**config.mk**
```make
export PLATFORM = sky130hd
export DESIGN_NAME = ahb_transfer_controller
export DESIGN_NICKNAME = d
export VERILOG_FILES = /design/src/rtl/ahb_pkg.sv /design/src/rtl/flex_counter.sv /design/src/rtl/ahb_transfer_controller.sv
export SDC_FILE = /design/constraint.sdc
export NUM_CORES = 1
export LEC_CHECK = 0
export CAP_MARGIN = 20
export CELL_PAD_IN_SITES_DETAIL_PLACEMENT = 0
export CELL_PAD_IN_SITES_GLOBAL_PLACEMENT = 1
export CORE_ASPECT_RATIO = 1.75
export CORE_MARGIN = 2
export CORE_UTILIZATION = 25
export CTS_CLUSTER_DIAMETER = 100
export DETAILED_ROUTE_END_ITERATION = 7
export HOLD_SLACK_MARGIN = 0.03
export PLACE_DENSITY = 0.9
export SLEW_MARGIN = 0
export SYNTH_ARGS = -nofsm -noshare
export SYNTH_HDL_FRONTEND = slang
export SYNTH_SLANG_ARGS = --single-unit
```
**constraint.sdc**
```tcl
create_clock -name HCLK -period 2.05 [get_ports HCLK]
set_clock_uncertainty 0.2 [all_clocks]
set_input_delay 0.41 -clock HCLK [delete_from_list [all_inputs] [get_ports HCLK]]
set_output_delay 0.41 -clock HCLK [all_outputs]
set_load 0.01 [all_outputs]
```
**src/rtl/ahb_pkg.sv**
```systemverilog
// rtl/ahb_pkg.sv - shared AHB-Lite transfer types, size codes and alignment helper
package ahb_pkg;

  typedef enum logic [1:0] {
    HTRANS_IDLE   = 2'b00,
    HTRANS_BUSY   = 2'b01,
    HTRANS_NONSEQ = 2'b10,
    HTRANS_SEQ    = 2'b11
  } htrans_t;

  localparam logic [2:0] HSIZE_BYTE = 3'd0;
  localparam logic [2:0] HSIZE_HALF = 3'd1;
  localparam logic [2:0] HSIZE_WORD = 3'd2;

  typedef enum logic [2:0] {
    ST_IDLE = 3'd0,
    ST_BUSY = 3'd1,
    ST_DONE = 3'd2,
    ST_ERR  = 3'd3,
    ST_ERR1 = 3'd4,
    ST_ERR2 = 3'd5
  } ctrl_state_t;

  // Legal size (byte/half/word) whose address is naturally aligned.
  function automatic logic xfer_legal(input logic [2:0] size, input logic [1:0] addr_lo);
    case (size)
      HSIZE_BYTE: xfer_legal = 1'b1;
      HSIZE_HALF: xfer_legal = ~addr_lo[0];
      HSIZE_WORD: xfer_legal = (addr_lo == 2'b00);
      default:    xfer_legal = 1'b0;
    endcase
  endfunction

endpackage

```
**src/rtl/flex_counter.sv**
```systemverilog
// rtl/flex_counter.sv - clearable up-counter with programmable rollover value and flag
module flex_counter #(
  parameter int NUM_CNT_BITS = 4
) (
  input  logic                    clk,
  input  logic                    n_rst,
  input  logic                    clear,
  input  logic                    count_enable,
  input  logic [NUM_CNT_BITS-1:0] rollover_val,
  output logic [NUM_CNT_BITS-1:0] count_out,
  output logic                    rollover_flag
);

  always_ff @(posedge clk or negedge n_rst) begin
    if (!n_rst) begin
      count_out <= '0;
    end else if (clear) begin
      count_out <= '0;
    end else if (count_enable) begin
      if (count_out == rollover_val) count_out <= NUM_CNT_BITS'(1);
      else                           count_out <= count_out + 1'b1;
    end
  end

  assign rollover_flag = (count_out == rollover_val);

endmodule

```
**src/rtl/ahb_transfer_controller.sv**
```systemverilog
// rtl/ahb_transfer_controller.sv - AHB-Lite slave transfer sequencer; BUS_TIMEOUT_EN enables BUSY timeout abort
module ahb_transfer_controller
  import ahb_pkg::*;
#(
  parameter int ADDR_W  = 8,
  parameter int DATA_W  = 32,
  parameter int TIMEOUT = 16
) (
  input  logic              HCLK,
  input  logic              HRESETn,
  input  logic              HSEL,
  input  logic [1:0]        HTRANS,
  input  logic              HWRITE,
  input  logic [2:0]        HSIZE,
  input  logic [ADDR_W-1:0] HADDR,
  input  logic [DATA_W-1:0] HWDATA,
  input  logic              HREADY,
  output logic [DATA_W-1:0] HRDATA,
  output logic              be_req,
  output logic              be_write,
  output logic [ADDR_W-1:0] be_addr,
  output logic [2:0]        be_size,
  output logic [DATA_W-1:0] be_wdata,
  input  logic              be_ack,
  input  logic              be_err,
  input  logic [DATA_W-1:0] be_rdata,
  output logic              resp_enable,
  output logic              resp_ready,
  output logic              resp_error
);

  ctrl_state_t state, state_nxt;
  htrans_t     htrans;
  logic        addr_phase;
  logic        xfer_active;
  logic        xfer_ok;
  logic        timeout_hit;

  assign htrans      = htrans_t'(HTRANS);
  assign xfer_active = (htrans == HTRANS_NONSEQ) || (htrans == HTRANS_SEQ);
  assign addr_phase  = (state == ST_IDLE) && HSEL && HREADY;
  assign xfer_ok     = xfer_legal(HSIZE, HADDR[1:0]);
  assign be_wdata    = HWDATA;

`ifdef BUS_TIMEOUT_EN
  localparam int CNT_W = $clog2(TIMEOUT);
  logic [CNT_W-1:0] busy_count_unused;

  flex_counter #(
    .NUM_CNT_BITS(CNT_W)
  ) u_timeout_cnt (
    .clk          (HCLK),
    .n_rst        (HRESETn),
    .clear        (addr_phase && xfer_active && xfer_ok),
    .count_enable (state == ST_BUSY),
    .rollover_val (CNT_W'(TIMEOUT - 1)),
    .count_out    (busy_count_unused),
    .rollover_flag(timeout_hit)
  );
`else
  logic timeout_unused;
  assign timeout_unused = (TIMEOUT < 2);
  assign timeout_hit    = 1'b0;
`endif

  // be_err outranks be_ack, and be_ack outranks the timeout in the same cycle.
  always_comb begin
    state_nxt = state;
    case (state)
      ST_IDLE: if (addr_phase && xfer_active) state_nxt = xfer_ok ? ST_BUSY : ST_ERR;
      ST_BUSY: begin
        if (be_err)           state_nxt = ST_ERR;
        else if (be_ack)      state_nxt = ST_DONE;
        else if (timeout_hit) state_nxt = ST_ERR;
      end
      ST_DONE: state_nxt = ST_IDLE;
      ST_ERR:  state_nxt = ST_ERR1;
      ST_ERR1: state_nxt = ST_ERR2;
      ST_ERR2: state_nxt = ST_IDLE;
      default: state_nxt = ST_IDLE;
    endcase
  end

  always_ff @(posedge HCLK or negedge HRESETn) begin
    if (!HRESETn) begin
      state       <= ST_IDLE;
      HRDATA      <= '0;
      be_req      <= 1'b0;
      be_write    <= 1'b0;
      be_addr     <= '0;
      be_size     <= '0;
      resp_enable <= 1'b0;
      resp_ready  <= 1'b0;
      resp_error  <= 1'b0;
    end else begin
      state       <= state_nxt;
      be_req      <= (state_nxt == ST_BUSY);
      resp_enable <= 1'b1;
      resp_ready  <= (state_nxt == ST_DONE) || (addr_phase && !xfer_active);
      resp_error  <= (state_nxt == ST_ERR);
      if (addr_phase && xfer_active) begin
        be_write <= HWRITE;
        be_addr  <= HADDR;
        be_size  <= HSIZE;
      end
      if ((state == ST_BUSY) && !be_err && be_ack && !be_write) HRDATA <= be_rdata;
    end
  end

endmodule

```
==> Yosys cells after proc, flatten, opt, wreduce, memory -nomap -nowiden <==
Index checks and enable logic that the tools add are counted.
{ "totals": {"reg_bits": 51, "latchBits": 0, "ram_bits": 0, "romBits": 0, "wordCells": 41, "n_memories": 0} }
{ "op_classes": {"add_sub_neg": 0, "mul": 0, "div_mod_pow": 0, "n_lt_le_gt_ge": 0, "eq_ne": 10, "n_shift": 0, "n_mux": 6, "bitwise": 1, "n_reduce_logical": 15} }
{ "ops": {"columns": ["cell", "n"], "rows": [
  ["$eq A3 B2 Y1 const B", 4],
  ["$pmux W3 S4", 1],
  ["$eq A3 B1 Y1 const B", 3],
  ["$mux W3", 3],
  ["$logic_and A1 B1 Y1", 7],
  ["$logic_not A3 Y1", 2],
  ["$eq A2 B2 Y1 const B", 2],
  ["$eq A3 B3 Y1 const B", 1],
  ["$logic_not A1 Y1", 3],
  ["$pmux W1 S3", 1],
  ["$logic_not A2 Y1", 1],
  ["$logic_or A1 B1 Y1", 2],
  ["$mux W2", 1],
  ["$not A1 Y1", 1]
]} }

==> Depth between registers and ports, before layout <==
{ "depth": {"ltp_word": 8, "ltp_mapped": 5} }

==> Worst setup path before layout <==
No wires, ideal clock.
{ "synth_path": {"path_type": "reg2reg", "from": "register state[2]", "to": "register be_addr[0]", "setup_time_ns": 0.125, "arrival_time_ns": 1.283, "required_time_ns": 1.725, "slack_ns": 0.442, "stages_incl_launch_ff": 5, "path_buffers": 1, "period_less_slack_ns": 1.608, "cell_sequence": "dfrtp_1 -> nor3_2 -> nand4_2 -> buf_6 -> mux2_4"} }
{ "synth_via": {"elab_chain_len": 4} }
{ "synth_rtl": {"columns": ["item", "line_no", "source"], "rows": [
  ["from (decl)", "ahb_transfer_controller.sv:32", "ctrl_state_t state, state_nxt;"],
  ["from (signal assigned)", "ahb_transfer_controller.sv:96", "state <= state_nxt;"],
  ["$logic_not A3 Y1", "ahb_transfer_controller.sv:41", "assign addr_phase = (state == ST_IDLE) && HSEL && HREADY;"],
  ["$logic_and A1 B1 Y1 (2 in series)", "ahb_transfer_controller.sv:41", null],
  ["$logic_and A1 B1 Y1", "ahb_transfer_controller.sv:101", "if (addr_phase && xfer_active) begin"],
  ["to (signal assigned)", "ahb_transfer_controller.sv:90", "be_addr <= '0;"],
  ["to (signal assigned)", "ahb_transfer_controller.sv:103", "be_addr <= HADDR;"],
  ["to (decl)", "ahb_transfer_controller.sv:21", "output logic [ADDR_W-1:0] be_addr,"]
]} }
No other way between the ends.
A chain may end at the register's enable or synchronous reset.

==> Worst setup path after layout <==
{ "layout_path": {"from": "register be_size[0]", "to": "output port be_size[0]"} }
{ "layout_rtl": {"columns": ["item", "line_no", "source"], "rows": [
  ["from (decl)", "ahb_transfer_controller.sv:22", "output logic [2:0] be_size,"],
  ["from (signal assigned)", "ahb_transfer_controller.sv:91", "be_size <= '0;"],
  ["from (signal assigned)", "ahb_transfer_controller.sv:104", "be_size <= HSIZE;"]
]} }
No word-level cell between the ends.

==> qor.txt <==
CRITICAL PATH
------------------------------------------------------------------------------
Top delay family on crit path ................................... buffers and inverters
Crit. path cell count ...........................................            1
Worst EP arrival ................................................      1.21 ns
Largest fanout of any net on the critical path ..................            2
Slowest cell on crit path ....................................... sky130_fd_sc_hd__clkdlybuf4s50_1
Crit end category ...............................................   output pin
Bufs and invs on worst path .....................................            1
Number of cell instances on the worst register-to-register path .            4
Required time of the critical path ..............................      1.44 ns
CP max stage delay ..............................................      0.55 ns
Startpoint type of the worst setup path .........................    flip-flop
Cells traversed along the worst timing path ..................... clkdlybuf4s50_1
CP Class ........................................................ flip-flop to output pin

CTS
------------------------------------------------------------------------------
Worst-case clock buffer depth ...................................            2
Skew-Pair Late Insertion Delay ..................................      0.29 ns
TritonCTS Sinks .................................................           51
Htree depth .....................................................            2
CTS root buffer ................................................. sky130_fd_sc_hd__clkbuf_16
Clock tree from TritonCTS .......................................         done
TritonCTS Buffers ...............................................            5
CTS clock-pin slew for the worst setup and hold paths ...........      0.07 ns
Post-CTS Setup Inserts ..........................................            0

POWER
------------------------------------------------------------------------------
Switching power summed over all nets ............................      1244 uW
Share of total power in the clock network .......................        19.6%
Lkg Pwr .........................................................  0.001456 uW
Design internal power ...........................................      3383 uW
Share of total power consumed by net switching ..................       26.89%
Maximum VDD drop ................................................    0.5456 mV
Power Dens Cells ................................................ 1378 mW/mm^2
Combinational Power Share .......................................        42.8%
Part of the power in registers ..................................        37.6%

ROUTING
------------------------------------------------------------------------------
Routed WL .......................................................     4.474 mm
Overall via count from detail_route .............................        1,403
Initial DRC Count ...............................................            8
DR vias/cell ....................................................        4.055
Routed length per placed instance ...............................     12.93 um
Antenna-violating nets left .....................................            0
Number of detailed-routing iterations run before antenna repair .            4
Number of remaining DRC errors ..................................            0

STA
------------------------------------------------------------------------------
Sum of negative setup slack .....................................         0 ns
Count of endpoints failing setup in the final report ............            0
Number of hold-slack violations in the final timing report ......            0
Max Slew Vio Count ..............................................            0
Max Clk Rate ....................................................    550.6 MHz
Final period util ...............................................       88.59%
Post-layout min period ..........................................     1.816 ns
Setup repair after global routing missed its margin .............        false

GLOBAL ROUTE
------------------------------------------------------------------------------
Maximum number of pins on one net before global-route repair ....           52
Residual overflow from global routing ...........................            0
Number of global-route vias before repair .......................        1,504
Global-route wire length before repair ..........................     7.086 mm
Total routing usage reported by global routing ..................       9.697%
Antenna violations before repair ................................            0

DIE
------------------------------------------------------------------------------
Total I/O pin count .............................................          164
Die outline height ..............................................     129.3 um
Initial core utilization ........................................       25.86%
Placeable core area ............................................. 0.008671 mm^2
Die W ...........................................................     75.59 um
Die outline area ................................................ 0.009772 mm^2
Cell row count ..................................................           45

YOSYS
------------------------------------------------------------------------------
Sequential cell area fraction in the yosys report ...............       56.92%
Mapped Cells ....................................................          153
Post-Syn Area per Cell ..........................................   14.65 um^2
Yosys synthesis warning count ...................................            0
Leading register cell type out of synthesis ..................... sky130_fd_sc_hd__dfrtp_1
Async set-reset flop share out of synthesis .....................       100.0%
Net count after synthesis .......................................          237
Mapped Area ..................................................... 0.002242 mm^2
EDFF count, synth ...............................................            0
Synthesis-stage register bit count ..............................           51
Cell variety after synth ........................................           26

CELLS AND AREA
------------------------------------------------------------------------------
Antenna cells ...................................................            0
Non-filler instance count after layout ..........................          346
Post-synthesis to final-layout area growth ......................       49.72%
Final Net Count .................................................          313
Share of cells above drive strength 1 ...........................       27.07%
Fillers .........................................................          893

WORST HOLD PATH
------------------------------------------------------------------------------
Hold-critical path depth ........................................            1
Type of the most critical hold path ............................. flip-flop to flip-flop

PLACED DESIGN
------------------------------------------------------------------------------
Detail Placement HPWL ...........................................     3.456 mm
Port-buffer cells ...............................................           98
Dpl cells .......................................................          338
Placer congestion estimate ......................................       0.6510

RUN
------------------------------------------------------------------------------
Number of maximum-capacitance violations ........................            0

RUN STATUS
------------------------------------------------------------------------------
Result of the run ...............................................    completed

[power groups by stage]
stage	clock (uW)	combinational (uW)	sequential, uW
floorplan	0	704	1940
global placement	0	1980	1740
detailed placement	0	2010	1760
CTS	951	2020	1750
global route	981	2150	1810
finish	909	1980	1740
[path summary, 6_finish.rpt]
path | start | endpoint | slack, ns
max | be_size[0] | be_size[0] | 0.23
min | HRDATA[12] | HRDATA[12] | 0.30
min in group asynchronous | HRESETn | resp_ready | 0.45
min reg2reg | HRDATA[12] | HRDATA[12] | 0.30
max reg2reg | state[2] | HRDATA[25] | 0.37
max in group asynchronous | HRESETn | HRDATA[24] | 0.98
[area by class of cell]
| class | count | area, um^2 | area share, % |
|---|---|---|---|
| clock buffers | 6 | 128.9 | 3.839 |
| clock inverters | 1 | 30.03 | 0.8945 |
| multi-input cells | 65 | 686.9 | 20.46 |
| flip-flops and latches | 51 | 1276 | 38.02 |
| well taps | 117 | 146.4 | 4.361 |
| repair buffers | 106 | 1089 | 32.43 |
[cells in the final DEF (no fill, tap or decap), types with 2 or more instances in the layout]
cell / Yosys / final
sky130_fd_sc_hd__clkbuf_16: 0 / 5
sky130_fd_sc_hd__clkdlybuf4s50_1: 0 / 97
sky130_fd_sc_hd__buf_4: 35 / 3
sky130_fd_sc_hd__mux2_4: 10 / 10
sky130_fd_sc_hd__buf_12: 0 / 4
sky130_fd_sc_hd__o22ai_1: 2 / 2
sky130_fd_sc_hd__dfrtp_1: 51 / 51
sky130_fd_sc_hd__mux2_2: 34 / 34
[cells in the mapped netlist, drive strengths merged, types with 2 or more instances]
cell type  instances  area (um^2)
o22ai              2        12.51
mux2              44        533.0
dfrtp             51         1276
buf               37        279.0
nor3               2        15.01
[through the flow]
| step | worst slack (ns) | area (um^2) | utilization [%] | hold slack (ns) | power [uW] |
|---|---|---|---|---|---|
| 2_1_floorplan | 0.4423 | 2242 | - | -0.08559 | 2649 |
| 3_3_place_gp | -0.05709 | 3188 | 36.77 | 0.2219 | 3721 |
| 3_5_place_dp | -0.02288 | 3188 | 36.77 | 0.2215 | 3776 |
| 4_1_cts | 0.2194 | 3357 | 38.72 | 0.3062 | 4719 |
| 5_1_grt | 0.1857 | 3357 | 38.72 | 0.3239 | 4941 |
| 6_report | 0.2339 | 3357 | 38.72 | 0.3013 | 4627 |
[flip-flops by register name (all words and copies together) (netlist names)]
signal / flops
HRDATA: 32
be_addr: 8
be_req: 1
be_size: 3
be_write: 1
resp_enable: 1
resp_error: 1
resp_ready: 1
state: 3
[kinds of logic after synthesis]
family | Yosys count | share of synthesized area, %
buffers and inverters | 37 | 12.44
AO/OA/AOI/OAI | 8 | 2.399
other | 1 | 0.1673
flip-flops | 51 | 56.92
multiplexers | 44 | 23.77
AND/OR/NAND/NOR | 12 | 4.296
[routing by layer]
metal	vias to the layer above	track usage, %	wire (um)
li1	644	-	-
met3	15	3.033	381
met4	0	5.676	140
met1	678	9.829	1514
met2	66	16.83	2438
met5	-	0	0
[repair_timing]
| action | CTS | global route |
|---|---|---|
| endpoints found under the hold margin | 51 | 0 |
| hold buffers | 1 | 0 |
| resized for setup | 0 | 0 |
No activity file was read; power rests on OpenSTA's default activity.
